[config.mk]
export PLATFORM = sky130hd
export DESIGN_NAME = alu_exec_unit
export DESIGN_NICKNAME = d
export VERILOG_FILES = /design/src/rtl/alu_exec_unit.sv
export SDC_FILE = /design/constraint.sdc
export NUM_CORES = 1
export LEC_CHECK = 0
export CORE_MARGIN = 2
export CORE_UTILIZATION = 50
export DETAILED_ROUTE_END_ITERATION = 10
export GPL_ROUTABILITY_DRIVEN = 0
export PLACE_DENSITY = 0.71
export SETUP_SLACK_MARGIN = 0.2
export SLEW_MARGIN = 20
export SYNTH_ARGS = -nofsm -noshare
export SYNTH_HDL_FRONTEND = slang
export SYNTH_SLANG_ARGS = --single-unit
[constraint.sdc]
create_clock -name CLK -period 3.05 [get_ports CLK]
set_input_delay 0.61 -clock CLK [delete_from_list [all_inputs] [get_ports CLK]]
set_output_delay 0.61 -clock CLK [all_outputs]
set_load 0.05 [all_outputs]
[src/rtl/alu_exec_unit.sv]
// alu_exec_unit: sequential ALU around a small register file.
// Each request runs IDLE -> FETCH -> EXEC -> WB -> DONE -> IDLE.
// Optional feature macro: ALU_EXEC_CHAIN_EN (ADC takes the stored carry as
// carry-in). When it is undefined, OP=7 behaves exactly like ADD.
//
// Handshake: START is a request qualified only in IDLE; the edge that sees
// START=1 in IDLE accepts the request and latches OP/A_ADDR/B_ADDR/C_ADDR.
// BUSY is high while the request is in flight (FETCH, EXEC, WB), and DONE is
// a one-cycle completion strobe. START outside IDLE is dropped, not queued.
module alu_exec_unit #(
    parameter int WIDTH  = 8,
    parameter int AWIDTH = 2
) (
    input  logic              CLK,
    input  logic              RST,
    input  logic              START,
    input  logic [2:0]        OP,
    input  logic [AWIDTH-1:0] A_ADDR,
    input  logic [AWIDTH-1:0] B_ADDR,
    input  logic [AWIDTH-1:0] C_ADDR,
    input  logic              LD_WE,
    input  logic [AWIDTH-1:0] LD_ADDR,
    input  logic [WIDTH-1:0]  LD_DIN,
    input  logic [AWIDTH-1:0] RD_ADDR,
    output logic [WIDTH-1:0]  RD_DATA,
    output logic              BUSY,
    output logic              DONE,
    output logic [WIDTH-1:0]  RESULT,
    output logic              CARRY_OUT,
    output logic              ZERO_OUT,
    output logic [2:0]        FSM_STATE
);

    localparam int DEPTH = 1 << AWIDTH;

    localparam logic [2:0] OP_ADD  = 3'd0;
    localparam logic [2:0] OP_SUB  = 3'd1;
    localparam logic [2:0] OP_AND  = 3'd2;
    localparam logic [2:0] OP_OR   = 3'd3;
    localparam logic [2:0] OP_XOR  = 3'd4;
    localparam logic [2:0] OP_NOTA = 3'd5;
    localparam logic [2:0] OP_PASB = 3'd6;
    localparam logic [2:0] OP_ADC  = 3'd7;

    typedef enum logic [2:0] {
        S_IDLE  = 3'd0,
        S_FETCH = 3'd1,
        S_EXEC  = 3'd2,
        S_WB    = 3'd3,
        S_DONE  = 3'd4
    } state_t;

    state_t state;
    state_t state_nxt;

    logic [WIDTH-1:0]  regs [DEPTH];

    logic [2:0]        op_q;
    logic [AWIDTH-1:0] a_addr_q;
    logic [AWIDTH-1:0] b_addr_q;
    logic [AWIDTH-1:0] c_addr_q;
    logic [WIDTH-1:0]  a_q;
    logic [WIDTH-1:0]  b_q;

    logic              cin;
    logic [WIDTH:0]    add_full;
    logic [WIDTH:0]    adc_full;
    logic [WIDTH:0]    sub_full;
    logic [WIDTH-1:0]  alu_res;
    logic              alu_carry;
    logic              ld_open;

    // Carry-in for ADC: stored carry when chaining is built in, else zero.
`ifdef ALU_EXEC_CHAIN_EN
    assign cin = CARRY_OUT;
`else
    assign cin = 1'b0;
`endif

    // External loads are only accepted while no operation is in flight.
    assign ld_open = (state == S_IDLE) || (state == S_DONE);

    assign FSM_STATE = state;

    // Observation port reads the array directly, no clocking.
    assign RD_DATA = regs[RD_ADDR];

    // State register; reset overrides any in-flight operation.
    always_ff @(posedge CLK) begin
        if (RST) begin
            state <= S_IDLE;
        end else begin
            state <= state_nxt;
        end
    end

    // Next-state and status decode; exactly one cycle per state.
    always_comb begin
        state_nxt = state;
        BUSY      = 1'b0;
        DONE      = 1'b0;
        case (state)
            S_IDLE: begin
                if (START) begin
                    state_nxt = S_FETCH;
                end
            end
            S_FETCH: begin
                BUSY      = 1'b1;
                state_nxt = S_EXEC;
            end
            S_EXEC: begin
                BUSY      = 1'b1;
                state_nxt = S_WB;
            end
            S_WB: begin
                BUSY      = 1'b1;
                state_nxt = S_DONE;
            end
            S_DONE: begin
                DONE      = 1'b1;
                state_nxt = S_IDLE;
            end
            default: begin
                state_nxt = S_IDLE;
            end
        endcase
    end

    // Capture the request fields on the accepting edge only.
    always_ff @(posedge CLK) begin
        if (RST) begin
            op_q     <= '0;
            a_addr_q <= '0;
            b_addr_q <= '0;
            c_addr_q <= '0;
        end else if ((state == S_IDLE) && START) begin
            op_q     <= OP;
            a_addr_q <= A_ADDR;
            b_addr_q <= B_ADDR;
            c_addr_q <= C_ADDR;
        end
    end

    // Operand fetch; reads happen before any write-back of this operation,
    // so A, B and C may all name the same register.
    always_ff @(posedge CLK) begin
        if (RST) begin
            a_q <= '0;
            b_q <= '0;
        end else if (state == S_FETCH) begin
            a_q <= regs[a_addr_q];
            b_q <= regs[b_addr_q];
        end
    end

    // Wide adders: bit WIDTH is the carry (ADD/ADC) or the borrow (SUB).
    assign add_full = {1'b0, a_q} + {1'b0, b_q};
    assign adc_full = {1'b0, a_q} + {1'b0, b_q} + {{WIDTH{1'b0}}, cin};
    assign sub_full = {1'b0, a_q} - {1'b0, b_q};

    // Operation select; logic ops leave the carry cleared.
    always_comb begin
        alu_res   = '0;
        alu_carry = 1'b0;
        case (op_q)
            OP_ADD:  {alu_carry, alu_res} = add_full;
            OP_SUB:  {alu_carry, alu_res} = sub_full;
            OP_AND:  alu_res = a_q & b_q;
            OP_OR:   alu_res = a_q | b_q;
            OP_XOR:  alu_res = a_q ^ b_q;
            OP_NOTA: alu_res = ~a_q;
            OP_PASB: alu_res = b_q;
            OP_ADC:  {alu_carry, alu_res} = adc_full;
            default: begin
                alu_res   = '0;
                alu_carry = 1'b0;
            end
        endcase
    end

    // Result and flags update only at the EXEC edge and hold otherwise.
    always_ff @(posedge CLK) begin
        if (RST) begin
            RESULT    <= '0;
            CARRY_OUT <= 1'b0;
            ZERO_OUT  <= 1'b0;
        end else if (state == S_EXEC) begin
            RESULT    <= alu_res;
            CARRY_OUT <= alu_carry;
            ZERO_OUT  <= (alu_res == '0);
        end
    end

    // Register file: write-back in WB, external loads in IDLE/DONE only.
    always_ff @(posedge CLK) begin
        if (RST) begin
            for (int i = 0; i < DEPTH; i++) begin
                regs[i] <= '0;
            end
        end else if (state == S_WB) begin
            regs[c_addr_q] <= RESULT;
        end else if (LD_WE && ld_open) begin
            regs[LD_ADDR] <= LD_DIN;
        end
    end

endmodule

==> results.py, run 1 <==
metrics = {
    "outcome": {
        "status": "complete, no violations",
    },
    "detailed_routing": {
        "ant_nets": 0,
        "postRouteWirelength_um": 11100,
        "wl_met1_um": 5010,
        "top_layer_used": "met4",
        "viasPerCell": 5.78,
        "wl_met3_um": 470,
        "drt-initial-drc-count": 180,
        "vias": 3807,
        "wl_per_cell_um": 16.9,
        "drc": 0,
        "route.met2.wl_um": 5470,
        "drtPass1Iterations": 5,
    },
    "cells_and_area": {
        "final_cell_area_sq_mm": 0.00537,
        "final_net_count": 594,
        "drive_gt1_share_pct": 13.9,
        "final_core_util_pct": 59.0,
        "syn2layout_area_growth_pct": 15.5,
        "antenna_cells": 0,
        "mostFrequentLayoutCells": "nand2_1 (72), nor2_1 (56), a21oi_1 (49)",
        "mostFrequentLayoutCell": "nand2_1",
        "instances_no_fill": 659,
    },
    "setup_path": {
        "path_buf_inv": 1,
        "rr_endpoint": "ZERO_OUT",
        "crit_slowest_cell": "or4_1",
        "crit_family": "simple AND/OR/NAND/NOR gates",
        "cp.required_ns": 3.30,
        "reg2reg_setup_slack_ns": 0.32,
        "cp.arrival_ns": 2.98,
        "crit_fanout": 3,
        "crit_path_cell_trace": "inv_1 -> ha_1 -> fa_1 -> xor2_1 -> o21ai_0 -> a211oi_1 -> nor3_2 -> nand2_1 -> or4_1 -> o41ai_2",
        "worstSetupEndpointType": "register",
        "cp_slowest_stage_delay_ns": 0.51,
        "reg2reg_depth": 10,
        "critPathKind": "register to register",
        "cp-start-kind": "register",
        "reg2reg_from": "a_q[0]",
    },
    "synth": {
        "synth_seq_area_share_pct": 37.0,
        "synth_top_area_cell": "edfxtp_1",
        "synth_warnings": 0,
        "ys_ff_latch": 70,
        "synth_top_area_share_pct": 20.7,
        "syn_area_per_cell_sq_um": 9.24,
        "async_flop_share_pct": 0,
        "synthTopCellsByArea": "edfxtp_1 (21%), dfxtp_1 (16%), mux4_2 (12%), ha_1 (6.5%), nand2_1 (5.8%)",
        "syn-num-nets": 554,
        "synth.distinct_cells": 64,
        "synth_ff_type": "dfxtp_1",
        "netlist_instances": 503,
        "syn_area_sq_mm": 0.00465,
        "synth_edf_count": 32,
    },
    "flow_run": {
        "cap_violations": 0,
    },
    "placement": {
        "dp.cells": 642,
        "place_area_sq_mm": 0.00516,
        "port_buffers": 47,
        "dp_hpwl_um": 8530,
    },
    "clocking": {
        "clockRootBuffer": "clkbuf_8",
        "h-tree-depth": 3,
        "clock_sinks": 70,
        "clk_pin_slew_ns": 0.08,
        "numCtsBuffers": 9,
        "cts_tree": "yes",
        "clk_latency_ns": 0.35,
        "postCtsHoldBufs": 0,
        "clockBufferDepth": 2,
    },
    "sta": {
        "relSlewSlack_pct": 32.4,
        "maxSlewViolCount": 0,
        "final-setup-viol-count": 0,
        "fin_setup_tns_ns": 0,
        "fin_crit_ns": 2.73,
        "rsz0062_at_grt": "no",
        "skew_ns": 0.0136,
        "worstMarginPinSlew_ns": 1.01,
        "period_share_pct": 89.5,
        "finalHoldViolations": 0,
        "max_clock_freq_mhz": 366,
    },
    "grt": {
        "grt_first_pass_wirelength_um": 18400,
        "overflow": 0,
        "grt_use_total_pct": 23.3,
        "grt_max_degree": 33,
        "antenna_found_initial": 0,
        "grt_pass1_vias": 3711,
    },
    "floorplan": {
        "dieArea_sq_mm": 0.0101,
        "core-area_sq_mm": 0.00911,
        "fp.dieH_um": 100,
        "io-pin-count": 48,
        "rows": 35,
        "start_util_pct": 51.0,
        "die_w_um": 100,
    },
    "hold_path": {
        "min-delay-start": "c_addr_q[1]",
        "worstHoldPathCells": 2,
        "hold_end": "c_addr_q[1]",
        "hp-class": "register to register",
    },
    "pwr": {
        "peakVddDrop_uv": 364,
        "powerDensity_mw_per_mm2": 487,
        "cellLeakagePower_nw": 1.93,
    },
}
report_power, final:
part	internal, W	switching [W]	total [W]
Clock	0.000388	0.000370	0.000758
Sequential	0.00105	0.0000866	0.00114
Combinational	0.000301	0.000419	0.000720
how the worst max path moves through the flow:
stage / from / end / slack, ns / depth (start not counted)
final: a_q[0] / ZERO_OUT / 0.32 / 10
after global routing: a_q[0] / ZERO_OUT / 0.21 / 10
after CTS: a_q[0] / ZERO_OUT / 0.29 / 10
after detailed placement: a_q[0] / ZERO_OUT / 0.33 / 10
after global placement: b_q[0] / ZERO_OUT / 0.40 / 9
after floorplan: FSM_STATE[1] / regs[0][0] / 0.66 / 8
layer usage:
metal | global-route usage [%] | vias to the layer above
li1 | - | 1874
met1 | 30.8 | 1815
met2 | 39.1 | 101
met3 | 4.25 | 17
met4 | 7.06 | 0
met5 | 0 | -
cells by family (layout without fill, tap and decap cells):
group,count (synthesis),after routing,share of synthesized area (%)
and+or+nand+nor,189,189,18.9
AOI/OAI and AO/OA,122,122,17.3
DFF,70,70,37.0
buffers and inverters,64,109,6.22
muxes,27,27,12.3
adders and majority gates,26,26,7.32
xor gates and xnor gates,5,5,0.942
synthesized netlist by cell type (7+ instances only):
cell type and instances:
nor2_1 56, a22oi_1 10, edfxtp_1 32, mux4_2 24, nor2b_1 10, a21oi_1 49, nor3_1 7, inv_1 32
nand2b_1 15, dfxtp_1 38, nand2_1 72, clkbuf_1 14, ha_1 24, o21ai_0 13, a211oi_1 7
repair_timing:
item                                    in CTS  in global routing
endpoints found under the setup margin       0                  2
gates resized for setup                      0                  2
setup buffers                                0                  1
cell type report:
type / instances / area, sq um
clock buffer: 10 / 129
multi-input combinational: 369 / 2640
tap: 111 / 139
timing repair buffer: 60 / 548
inverter: 33 / 124
clock inverter: 6 / 67.6
sequential: 70 / 1720
fill: 803 / 3740
registers in the layout, summed over array words and instances (netlist names), 2 cells and up:
register / count
b_addr_q: 2
a_q: 8
RESULT: 8
a_addr_q: 2
FSM_STATE: 3
op_q: 3
b_q: 8
c_addr_q: 2
regs: 32
tightest hold or removal path, delay by kind of cell, from the launching register on:
kind | cells | cell delay [ns]
compound gates | 1 | 0.05
flops | 1 | 0.33
simple gates | 1 | 0.06
stage by stage:
stage                     worst slack, ns  hold slack [ns]  power [W]
final                               0.321            0.477    0.00262
after global routing                0.210            0.511    0.00274
after CTS                           0.290            0.474    0.00262
after detailed placement            0.329            0.463    0.00187
after global placement              0.402            0.466    0.00185
after floorplan                     0.659            0.436    0.00166
(Power assumes the default switching activity.)
==> run 2: changes to the inputs <==
Settings changed: CELL_PAD_IN_SITES_DETAIL_PLACEMENT from default to 0, CELL_PAD_IN_SITES_GLOBAL_PLACEMENT from default to 1, CORE_UTILIZATION 50 to 48, PLACE_DENSITY 0.71 to 0.85.
Clock period 3.05 ns to 3.4 ns, I/O delays scaled along.
==> run 2 against run 1 <==
Effect of this change:
- combinational power fell by 13%
- count of clock-buffer cells in the layout fell by 1
- non-clock buffer count fell by 4
- setup slack improved by 0.16 ns
- power fell by 14%
- global-route usage fell by 0.53 points
- core utilization fell by 1.6 points
- wire length rose by 1.0%
- critical endpoint is now RD_DATA[4]
- highest routed layer unchanged
==> results.py, run 2 (synthesized netlist as in run 1, its figures left out) <==
metrics = {
    "clocking": {
        "clock_sinks": 70,
        "clockRootBuffer": "clkbuf_8",
        "cts_tree": "yes",
        "clk_pin_slew_ns": 0.08,
        "numCtsBuffers": 9,
        "h-tree-depth": 3,
        "clk_latency_ns": 0.35,
        "cts_resized": 0,
        "cts_setup_buffers": 0,
        "clockBufferDepth": 2,
        "postCtsHoldBufs": 0,
    },
    "cells_and_area": {
        "largest_reg_flops": 32,
        "instances_no_fill": 673,
        "final_net_count": 590,
        "mostFrequentLayoutCells": "nand2_1 (72), nor2_1 (56), a21oi_1 (49)",
        "n_fill_cell": 825,
        "antenna_cells": 0,
        "final_cell_area_sq_mm": 0.00535,
        "final_core_util_pct": 57.3,
        "drive_gt1_share_pct": 12.9,
        "multi_input_area_sq_mm": 0.00264,
        "regMostFlops": "regs",
        "syn2layout_area_growth_pct": 15.0,
        "seqCellArea_sq_mm": 0.00172,
        "mostFrequentLayoutCell": "nand2_1",
    },
    "setup_path": {
        "startpoint": "RD_ADDR[0]",
        "cp-start-kind": "input pin",
        "cp.required_ns": 2.72,
        "crit_family": "buffers and inverters",
        "crit_path_cell_trace": "clkdlybuf4s50_1 -> buf_12 -> mux4_2 -> buf_4",
        "crit_fanout": 5,
        "crit_slowest_cell": "clkdlybuf4s50_1",
        "path_buf_inv": 3,
        "cp_slowest_stage_delay_ns": 0.65,
        "critPathKind": "input pin to output port",
        "reg2reg_from": "a_q[0]",
        "worstSetupEndpointType": "output port",
        "cp.arrival_ns": 2.24,
    },
    "sta": {
        "relSlewSlack_pct": 37.8,
        "final-setup-viol-count": 0,
        "skew_ns": 0.0121,
        "finalHoldViolations": 0,
        "fin_setup_tns_ns": 0,
        "rsz0062_at_grt": "no",
        "fin_crit_ns": 2.92,
        "period_share_pct": 85.9,
        "maxSlewViolCount": 0,
        "max_clock_freq_mhz": 342,
        "worstMarginPinSlew_ns": 0.931,
    },
    "pwr": {
        "cellLeakagePower_nw": 1.91,
        "peakVddDrop_uv": 320,
        "powerDensity_mw_per_mm2": 422,
        "power.total_w": 0.00225,
    },
    "hold_path": {
        "min-delay-start": "c_addr_q[1]",
        "hp-class": "register to register",
    },
    "detailed_routing": {
        "top_layer_used": "met4",
        "wl_met1_um": 5260,
        "drc": 0,
        "viasPerCell": 5.70,
        "drtPass1Iterations": 4,
        "vias": 3838,
        "ant_nets": 0,
        "drt-initial-drc-count": 257,
        "postRouteWirelength_um": 11300,
        "wl_per_cell_um": 16.7,
        "wl_met3_um": 502,
        "route.met2.wl_um": 5360,
    },
    "floorplan": {
        "core-area_sq_mm": 0.00933,
        "fp.dieH_um": 102,
        "start_util_pct": 49.8,
        "dieArea_sq_mm": 0.0105,
        "die_w_um": 102,
        "io-pin-count": 48,
        "rows": 35,
    },
    "placement": {
        "dp.cells": 657,
        "place_area_sq_mm": 0.00518,
        "port_buffers": 47,
        "dp_hpwl_um": 8590,
    },
    "grt": {
        "grt_use_total_pct": 22.7,
        "overflow": 0,
        "antenna_found_initial": 0,
        "grt_max_degree": 40,
        "grt_pass1_vias": 3581,
        "grt_first_pass_wirelength_um": 18500,
    },
    "outcome": {
        "status": "complete, no violations",
    },
    "flow_run": {
        "cap_violations": 0,
    },
}
## run 2: per-layer routing
metal	up-vias	global-route usage, %
met5	-	0
met2	112	36.3
met3	12	3.63
li1	1873	-
met1	1841	32.0
met4	0	6.87
## run 2: where the power goes
| group | switching (W) | total, W | internal (W) |
|---|---|---|---|
| clock | 0.000329 | 0.000596 | 0.000266 |
| sequential | 0.0000849 | 0.00103 | 0.000944 |
| combinational | 0.000368 | 0.000630 | 0.000262 |
| total | 0.000782 | 0.00225 | 0.00147 |
## run 2: layout make-up
cell class | instances | share of cell area (%)
clock buffers | 9 | 2.32
clock inverters | 7 | 0.889
inverters | 33 | 2.32
multi-input cells | 369 | 49.3
flip-flops and latches | 70 | 32.2
well taps | 129 | 3.02
repair buffers | 56 | 9.92
## run 2: tightest hold or removal path: stages, from the launching register on
cell     delay [ns]
dfxtp_1        0.32
nand2_1        0.05
a21oi_1        0.06
## run 2: final timing paths
| kind | endpoint | slack, ns | cells past startpoint |
|---|---|---|---|
| worst max-delay path | RD_DATA[4] | 0.48 | 4 |
| worst min-delay path | c_addr_q[1] | 0.48 | 2 |
| worst max register to register | ZERO_OUT | 0.61 | 10 |
| worst min register to register | c_addr_q[1] | 0.48 | 2 |
## run 2: per-stage QoR
stage | hold slack [ns] | setup WS, ns
global route | 0.499 | 0.436
floorplan | 0.436 | 0.896
CTS | 0.478 | 0.478
global placement | 0.457 | 0.496
detailed placement | 0.466 | 0.471
finish | 0.476 | 0.480
